File: src/rtl/riscv_lsu_pkg.sv
// Shared definitions for the load/store unit: funct3 width codes, FSM states,
// default bus timeout and the alignment legality check used at acceptance.
package riscv_lsu_pkg;

    localparam int TIMEOUT_CYC_DEF = 64;
    localparam int TMO_W           = 8;

    localparam logic [2:0] F3_B  = 3'b000;
    localparam logic [2:0] F3_H  = 3'b001;
    localparam logic [2:0] F3_W  = 3'b010;
    localparam logic [2:0] F3_BU = 3'b100;
    localparam logic [2:0] F3_HU = 3'b101;

    typedef enum logic [1:0] {
        ST_IDLE = 2'd0,
        ST_BUS  = 2'd1,
        ST_RESP = 2'd2
    } lsu_state_e;

    // Illegal width codes are folded into the same exception as bad alignment.
    function automatic logic lsu_misaligned(input logic       wr,
                                            input logic [2:0] f3,
                                            input logic [1:0] off);
        logic bad_f3;
        bad_f3 = wr ? (f3 > F3_W)
                    : (f3 == 3'b011 || f3 == 3'b110 || f3 == 3'b111);
        return bad_f3 ||
               (f3[1:0] == F3_H[1:0] && off[0]) ||
               (f3[1:0] == F3_W[1:0] && off != 2'b00);
    endfunction

endpackage

File: src/rtl/lsu_align.sv
// Byte-lane steering: store byte enables and data replication, and load data
// extraction with sign or zero extension.
module lsu_align
    import riscv_lsu_pkg::*;
(
    input  logic [2:0]  funct3_i,
    input  logic [1:0]  off_i,
    input  logic [31:0] wdata_i,
    input  logic [31:0] rdata_i,
    output logic [3:0]  be_o,
    output logic [31:0] wdata_o,
    output logic [31:0] ldata_o
);

    logic [7:0]  byte_sel;
    logic [15:0] half_sel;
    logic        sext;

    always_comb begin
        be_o    = 4'b1111;
        wdata_o = wdata_i;
        case (funct3_i[1:0])
            2'b00: begin
                be_o    = 4'b0001 << off_i;
                wdata_o = {4{wdata_i[7:0]}};
            end
            2'b01: begin
                be_o    = off_i[1] ? 4'b1100 : 4'b0011;
                wdata_o = {2{wdata_i[15:0]}};
            end
            default: begin
                be_o    = 4'b1111;
                wdata_o = wdata_i;
            end
        endcase
    end

    always_comb begin
        byte_sel = rdata_i[7:0];
        case (off_i)
            2'd0:    byte_sel = rdata_i[7:0];
            2'd1:    byte_sel = rdata_i[15:8];
            2'd2:    byte_sel = rdata_i[23:16];
            default: byte_sel = rdata_i[31:24];
        endcase
        half_sel = off_i[1] ? rdata_i[31:16] : rdata_i[15:0];
        sext     = ~funct3_i[2];
        case (funct3_i[1:0])
            2'b00:   ldata_o = {{24{sext & byte_sel[7]}}, byte_sel};
            2'b01:   ldata_o = {{16{sext & half_sel[15]}}, half_sel};
            default: ldata_o = rdata_i;
        endcase
    end

endmodule

File: src/rtl/load_store_unit.sv
// Single-outstanding load/store unit between the EX stage and a data bus with
// ack handshake, bus timeout and registered exception/response pulses.
module load_store_unit
    import riscv_lsu_pkg::*;
#(
    parameter int TIMEOUT_CYC = TIMEOUT_CYC_DEF
) (
    input  logic        clk,
    input  logic        reset,
    input  logic        req_valid_lsu_i,
    output logic        req_ready_lsu_o,
    input  logic        mem_wr_lsu_i,
    input  logic [2:0]  funct3_lsu_i,
    input  logic [31:0] addr_lsu_i,
    input  logic [31:0] wdata_lsu_i,
    input  logic [4:0]  rd_lsu_i,
    output logic        bus_req_lsu_o,
    output logic        bus_we_lsu_o,
    output logic [31:0] bus_addr_lsu_o,
    output logic [3:0]  bus_be_lsu_o,
    output logic [31:0] bus_wdata_lsu_o,
    input  logic        bus_ack_lsu_i,
    input  logic [31:0] bus_rdata_lsu_i,
    output logic        resp_valid_lsu_o,
    output logic [31:0] resp_data_lsu_o,
    output logic [4:0]  resp_rd_lsu_o,
    output logic        resp_rf_en_lsu_o,
    output logic        stall_lsu_o,
    output logic        misalign_lsu_o,
    output logic        buserr_lsu_o
);

    localparam logic [TMO_W-1:0] TMO_LAST = TMO_W'(TIMEOUT_CYC - 1);

    lsu_state_e       state_q, state_d;
    logic [TMO_W-1:0] cnt_q, cnt_d;
    logic             mem_wr_q, mem_wr_d;
    logic [2:0]       funct3_q, funct3_d;
    logic [31:0]      addr_q, addr_d;
    logic [31:0]      wdata_q, wdata_d;
    logic [4:0]       rd_q, rd_d;
    logic             bus_req_q, bus_req_d;
    logic             resp_valid_q, resp_valid_d;
    logic [31:0]      resp_data_q, resp_data_d;
    logic             rf_en_q, rf_en_d;
    logic             misalign_q, misalign_d;
    logic             buserr_q, buserr_d;

    logic [3:0]       lane_be;
    logic [31:0]      lane_wdata;
    logic [31:0]      lane_ldata;

    lsu_align u_align (
        .funct3_i (funct3_q),
        .off_i    (addr_q[1:0]),
        .wdata_i  (wdata_q),
        .rdata_i  (bus_rdata_lsu_i),
        .be_o     (lane_be),
        .wdata_o  (lane_wdata),
        .ldata_o  (lane_ldata)
    );

    always_comb begin
        state_d      = state_q;
        cnt_d        = cnt_q;
        mem_wr_d     = mem_wr_q;
        funct3_d     = funct3_q;
        addr_d       = addr_q;
        wdata_d      = wdata_q;
        rd_d         = rd_q;
        bus_req_d    = bus_req_q;
        resp_data_d  = resp_data_q;
        resp_valid_d = 1'b0;
        rf_en_d      = 1'b0;
        misalign_d   = 1'b0;
        buserr_d     = 1'b0;
        case (state_q)
            ST_IDLE: begin
                if (req_valid_lsu_i) begin
                    mem_wr_d = mem_wr_lsu_i;
                    funct3_d = funct3_lsu_i;
                    addr_d   = addr_lsu_i;
                    wdata_d  = wdata_lsu_i;
                    rd_d     = rd_lsu_i;
                    if (lsu_misaligned(mem_wr_lsu_i, funct3_lsu_i, addr_lsu_i[1:0])) begin
                        misalign_d = 1'b1;
                    end else begin
                        state_d   = ST_BUS;
                        bus_req_d = 1'b1;
                        cnt_d     = '0;
                    end
                end
            end
            ST_BUS: begin
                // Ack is checked first so it wins over a coincident timeout.
                if (bus_ack_lsu_i) begin
                    state_d      = ST_RESP;
                    bus_req_d    = 1'b0;
                    cnt_d        = '0;
                    resp_valid_d = 1'b1;
                    rf_en_d      = ~mem_wr_q & (rd_q != 5'd0);
                    resp_data_d  = mem_wr_q ? 32'd0 : lane_ldata;
                end else if (cnt_q == TMO_LAST) begin
                    state_d   = ST_IDLE;
                    bus_req_d = 1'b0;
                    cnt_d     = '0;
                    buserr_d  = 1'b1;
                end else begin
                    cnt_d = cnt_q + 1'b1;
                end
            end
            ST_RESP: begin
                state_d = ST_IDLE;
            end
            default: begin
                state_d   = ST_IDLE;
                bus_req_d = 1'b0;
            end
        endcase
    end

    always_ff @(posedge clk or posedge reset) begin
        if (reset) begin
            state_q      <= ST_IDLE;
            cnt_q        <= '0;
            mem_wr_q     <= 1'b0;
            funct3_q     <= 3'b000;
            addr_q       <= '0;
            wdata_q      <= '0;
            rd_q         <= '0;
            bus_req_q    <= 1'b0;
            resp_valid_q <= 1'b0;
            resp_data_q  <= '0;
            rf_en_q      <= 1'b0;
            misalign_q   <= 1'b0;
            buserr_q     <= 1'b0;
        end else begin
            state_q      <= state_d;
            cnt_q        <= cnt_d;
            mem_wr_q     <= mem_wr_d;
            funct3_q     <= funct3_d;
            addr_q       <= addr_d;
            wdata_q      <= wdata_d;
            rd_q         <= rd_d;
            bus_req_q    <= bus_req_d;
            resp_valid_q <= resp_valid_d;
            resp_data_q  <= resp_data_d;
            rf_en_q      <= rf_en_d;
            misalign_q   <= misalign_d;
            buserr_q     <= buserr_d;
        end
    end

    // Bus qualifiers are gated by the request flop so they read zero when idle.
    assign bus_req_lsu_o    = bus_req_q;
    assign bus_we_lsu_o     = bus_req_q & mem_wr_q;
    assign bus_addr_lsu_o   = bus_req_q ? {addr_q[31:2], 2'b00} : 32'd0;
    assign bus_be_lsu_o     = bus_req_q ? lane_be : 4'b0000;
    assign bus_wdata_lsu_o  = bus_req_q ? lane_wdata : 32'd0;

    assign req_ready_lsu_o  = (state_q == ST_IDLE);
    assign stall_lsu_o      = (state_q != ST_IDLE);
    assign resp_valid_lsu_o = resp_valid_q;
    assign resp_data_lsu_o  = resp_data_q;
    assign resp_rd_lsu_o    = rd_q;
    assign resp_rf_en_lsu_o = rf_en_q;
    assign misalign_lsu_o   = misalign_q;
    assign buserr_lsu_o     = buserr_q;

endmodule

File: config.mk
export PLATFORM = sky130hd
export DESIGN_NAME = load_store_unit
export DESIGN_NICKNAME = d
export VERILOG_FILES = /design/src/rtl/riscv_lsu_pkg.sv /design/src/rtl/lsu_align.sv /design/src/rtl/load_store_unit.sv
export SDC_FILE = /design/constraint.sdc
export NUM_CORES = 1
export LEC_CHECK = 0
export BUFFER_PORTS_ARGS = -buffer_cell sky130_fd_sc_hd__buf_2
export CAP_MARGIN = 20
export CORE_ASPECT_RATIO = 1.4
export CORE_UTILIZATION = 50
export DETAILED_ROUTE_END_ITERATION = 8
export PLACE_DENSITY = 0.88
export SKIP_LAST_GASP = 1
export SLEW_MARGIN = 20
export SYNTH_ARGS = -nofsm -noshare
export SYNTH_HDL_FRONTEND = slang
export SYNTH_SLANG_ARGS = --single-unit
File: constraint.sdc
create_clock -name clk -period 5.74 [get_ports clk]
set_clock_uncertainty 0.05 [all_clocks]
set_input_delay 1.148 -clock clk [delete_from_list [all_inputs] [get_ports clk]]
set_output_delay 1.148 -clock clk [all_outputs]
set_load 0.02 [all_outputs]
Yosys cells after proc, flatten, opt, wreduce, memory -nomap -nowiden:

Index checks and enable logic that the tools add are counted.

* logic and storage cells: 91
* bits in registers: 120
* bits of input ports: 109
* output and inout port bits: 113

* bitwise gates (word level): 7
* shift operators: 1
* eq/ne operators: 14
* multiplexer cells: 36
* reduce and logical (&&, ||, !) cells: 18
* magnitude comparators: 1
* $add $sub $neg: 1

Operator list (number)
* $pmux W32 S2: 2
* $mux W32: 3
* $mux W8: 4
* $pmux W8 S3: 1
* $mux W16: 1
* $pmux W8 S2: 1
* $mux W1: 15
* $add A8 B1 Y8 const B: 1
* $eq A2 B1 Y1 const B: 4
* $eq A8 B6 Y1 const B: 1
* $mux W2: 4
* $mux W4: 2
* $pmux W4 S2: 1
* $eq A2 B2 Y1 const B: 3
* $eq A3 B3 Y1 const B: 2
* $logic_not A2 Y1: 3
* $reduce_and A3 Y1: 2
* $reduce_bool A2 Y1: 3
* $reduce_bool A5 Y1: 1
* $and A1 B1 Y1: 4
* $logic_or A1 B1 Y1: 4
* $ne A2 B2 Y1 const B: 2
* $pmux W2 S2: 1
* $reduce_and A2 Y1: 2
* other kinds (8): 11

Depth between registers and ports, before layout:

* word-level depth: 9
* gate-level depth with buffers: 7
* mapped depth without buffers: 5

Hierarchy:

A second synthesis with hierarchy kept.

* cell total of the unflattened synthesis: 765
* area total of the unflattened synthesis: 6457.4 sq um

Modules (own cells, without submodules)
* load_store_unit: area an instance 5273.8 sq um, times used 1, sequential area each 3002.9 sq um, cells an instance 595
* lsu_align: area an instance 1183.6 sq um, times used 1, sequential area each 0.0 sq um, cells an instance 170

Least setup slack after synthesis:

No wires, ideal clock.

* path type: reg2out
* from: reg funct3_q[1]
* to: out bus_wdata_lsu_o[10]
* arrival time: 1.549 ns
* stages on the path, launching flop included: 6
* slack: 2.993 ns
* path buffers: 2
* data required time: 4.542 ns
* cell sequence: dfrtp_1 -> clkbuf_1 -> clkbuf_1 -> nor2_1 -> nand2_1 -> a21boi_0

* longest elaborated chain between the ends: 3
* elaborated cells between the ends (all ways): 4
* classes of those cells: eq/ne: 1; mux: 2; reduce/logical: 1

Ends and longest elaborated chain
* start: declaration: RTL line load_store_unit.sv:38 `logic [2:0] funct3_q, funct3_d;`
* start signal: assignment: RTL line load_store_unit.sv:141 `funct3_q <= funct3_d;`
* $eq A2 B1 Y1 / $logic_not A2 Y1 (equally long branches): RTL line lsu_align.sv:22 `case (funct3_i[1:0])`
* $pmux W32 S2 (*): RTL line lsu_align.sv:22
* $mux W32 (*): RTL line load_store_unit.sv:159 `assign bus_wdata_lsu_o = bus_req_q ? lane_wdata : 32'd0;`
* end: declaration: RTL line load_store_unit.sv:21 `output logic [31:0] bus_wdata_lsu_o,`

Every way passes the cells marked *; elsewhere a longest branch is shown, timed or not.

Final worst setup path:

* from: reg funct3_q[0]
* to: out bus_be_lsu_o[2]

* longest elaborated chain between the ends: 3
* elaborated cells between the ends (all ways): 4
* classes of those cells: eq/ne: 1; mux: 2; reduce/logical: 1

Ends and longest elaborated chain
* $eq A2 B1 Y1 / $logic_not A2 Y1 (equally long branches): RTL line lsu_align.sv:22
* $pmux W4 S2 (*): RTL line lsu_align.sv:22
* $mux W4 (*): RTL line load_store_unit.sv:158 `assign bus_be_lsu_o = bus_req_q ? lane_be : 4'b0000;`
* end: declaration: RTL line load_store_unit.sv:20 `output logic [3:0] bus_be_lsu_o,`

Marks and branches as above.

==> impl_results.md <==
- Initial Util: 0.515
- Final setup vio count: 0
- CTS sink cnt: 120
- Metal-1 WL: approximately 6.2 mm
- Slew headroom: 0.346
- CTS tree: done
- CTS buffer count: 17
- Chip width: around 95 µm
- Util after Layout: 0.663
- Most frequent cells in the layout: buf_2 (219), dfrtp_1 (118), mux2_2 (71)
- DR DRC count: 0
- Post-cts sizing count: 0
- DR WL met3: 1.38 mm
- Post-route cell area: slightly below 8000 µm²
- Leak pwr: 0.00388 µW
- CP max FO: 20
- Total number of vias: 5210
- Routed WL per cell: between 15 and 20 µm
- Setup WS post-layout: ~2200 ps
- Synth Area in Compound Gates: 0.127
- Status: completed
- Reg2reg end: resp_data_lsu_o[10]
- Post-Synth Simple-Gate Area: 0.141
- Power Dens Cells: 471 nW/µm²
- Number of max-cap violations: 0
- Slowest CP cell: dfrtp_1
- Register-to-register setup slack: between 3000 and 4000 ps
- H-tree Lvls: 4
- Pre-CTS WS: between 2000 and 2500 ps
- Critical path origin: funct3_q[0]
- Metal2 WL: around 8.6 mm
- Die footprint: between 10000 and 15000 µm²
- Syn-to-layout area delta: 28.8%
- Unrepaired setup endpoints after global routing: no
- Diodes inserted: 0
- Clock Path Buffers: 2
- Clk_lat worst skew: between 400 and 500 ps
- Critical Path End: bus_be_lsu_o[2]
- Final nets: about 840
- Async S/R FF share, synth: 1.00
- PortBufs: 219
- Post-Synthesis Cell Area: around 6100 µm²
- Mux share of post-synthesis cell area: 0.199
- Synth Area in Adders: 0.00206
- Vias in the first global route: between 5000 and 6000
- FMAX: approximately 280 MHz
- Ports: about 220
- Overall routing resource usage: 0.275
- Number of setup buffers added after CTS: 0
- Global-route wire length before repair: approximately 27 mm
- CP Launch Type: flop
- Yosys cell types: 50
- Detail Route Antenna Nets: 0
- Hold Path Class: flop to flop
- Critical Path Max Stage Delay: around 900 ps
- DRT iter0 DRCs: 252
- Sequence of cells on the critical path: inv_1, nand2_1, a21oi_1, nor2b_1, buf_2
- Worst r2r path cells: 4
- Yosys Warn Count: 0
- HPWL after DPL: 11.9 mm
- Final WL: around 17 mm
- Row count: between 40 and 50
- Final Hold Viols: 0
- Minimum clock period: 3560 ps
- Crit path depth: 5
- Gp weighted congestion: 0.890
- Clock-pin slew on the worst setup and hold paths: 60 ps
- Share of layout cells above drive strength 1: 0.465
- Cell Area, Placed: between 7000 and 8000 µm²
- Measured slew at the worst slew-check pin: roughly 980 ps
- Max IR drop VDD: approximately 0.00027 V
- Die H: 133 µm
- CP endpoint kind: output port
- Commonest non-fill, non-tap cell in the layout: buf_2
- Fin crit share: 0.620
- CTS root buf: clkbuf_16
- Largest family of logic cells by synthesized area: multiplexers
- Worst path buffer plus inverter count: 2
- Synth Area in XOR/XNOR: 0
- Pins over their slew limit: 0
- Top Layer Used: met4
- Initial antenna violation count: 0
- Post-synthesis register bit count: 120
- Reg2reg start: funct3_q[0]
- Gr ovfl total: 0
- Number of hold buffers added after CTS: 0
- Core Region: about 12000 µm²
- DR pass1 iterations: 5
- CP required: 4540 ps
- CP arrival: roughly 2400 ps
- Crit Path Category: flop to output port
- Drt via density: around 5.8
- Mapped Cells: 535
- Pin count of the biggest net entering global routing: between 70 and 80
- Fin Setup TNS: 0 ps
- Seq/Total Area, Yosys: 0.494
- Top Family by Delay on Critical Path: flip-flops
- Post-synth EDFFs: 0
- Post-synth top flop: dfrtp_1
- Syn_area_per_cell: around 11 µm²
tightest hold or removal path, stage by stage, from the launching register on:
cell and delay (ps):
dfrtp_1 330, nand2_1 60, o41ai_1 50
cells in the mapped netlist (9+ instances only):
cell type    n  share of area
nand2_1     55          0.034
buf_2       13          0.011
dfrtp_1    120           0.49
and2_1      48          0.049
nor2_1      15         0.0093
a21oi_1      9         0.0074
mux2_2      71           0.13
clkbuf_1    24          0.015
mux2i_1     23          0.038
o21ai_0     19          0.016
nor2b_1     18          0.019
inv_1       10         0.0062
a221o_1     17          0.028
metal layers:
metal  global-route usage  vias up
met5                    0        -
met2                0.457      315
li1                     -     2333
met4                0.138        0
met1                0.322     2499
met3               0.0701       63
per-stage QoR:
stage	total power [µW]	hold slack [ps]	instances
after floorplan	2130	413	536
after global placement	2530	410	862
after detailed placement	2580	410	862
after CTS	3710	425	894
after global routing	3870	453	894
final	3690	424	894
cell families (layout without fill, tap and decap cells):
logic type | count (synthesis) | in the layout
buffers and inverters | 52 | 263
flip-flops | 120 | 120
AND/OR/NAND/NOR | 161 | 161
multiplexers | 102 | 102
other | 1 | 2
adder cells (fa/ha/maj) | 1 | 1
AO/OA/AOI/OAI | 98 | 98
area by class of cell:
type,count,area (µm²)
Clock buffer,17,425
Clock inverter,15,193
Fill cell,855,3990
Inverter,10,40.0
Multi-Input combinational cell,364,2880
Sequential cell,120,3010
Tap cell,147,184
Timing Repair Buffer,221,1110
worst min path at each step:
stage	endpoint	cells after the start	startpoint
2_1_floorplan	buserr_lsu_o	1	cnt_q[7]
6_report	resp_data_lsu_o[2]	2	resp_data_lsu_o[2]
3_3_place_gp	resp_data_lsu_o[2]	2	resp_data_lsu_o[2]
5_1_grt	resp_data_lsu_o[2]	2	resp_data_lsu_o[2]
3_5_place_dp	resp_data_lsu_o[2]	2	resp_data_lsu_o[2]
4_1_cts	resp_data_lsu_o[2]	2	resp_data_lsu_o[2]
power by group:
| part | switching [µW] | total (µW) | internal (µW) | leakage, µW |
|---|---|---|---|---|
| combinational | 730 | 1290 | 556 | 0.00210 |
| clock | 424 | 1120 | 693 | 0.000301 |
| sequential | 227 | 1290 | 1060 | 0.00148 |
state kept, by name, summed over array words and instances (netlist names), 2 cells and up:
| name | count |
|---|---|
| addr_q | 32 |
| resp_data_lsu_o | 32 |
| wdata_q | 32 |
| cnt_q | 8 |
| resp_rd_lsu_o | 5 |
| funct3_q | 3 |
| state_q | 2 |
No activity file was read; power rests on OpenSTA's default activity.
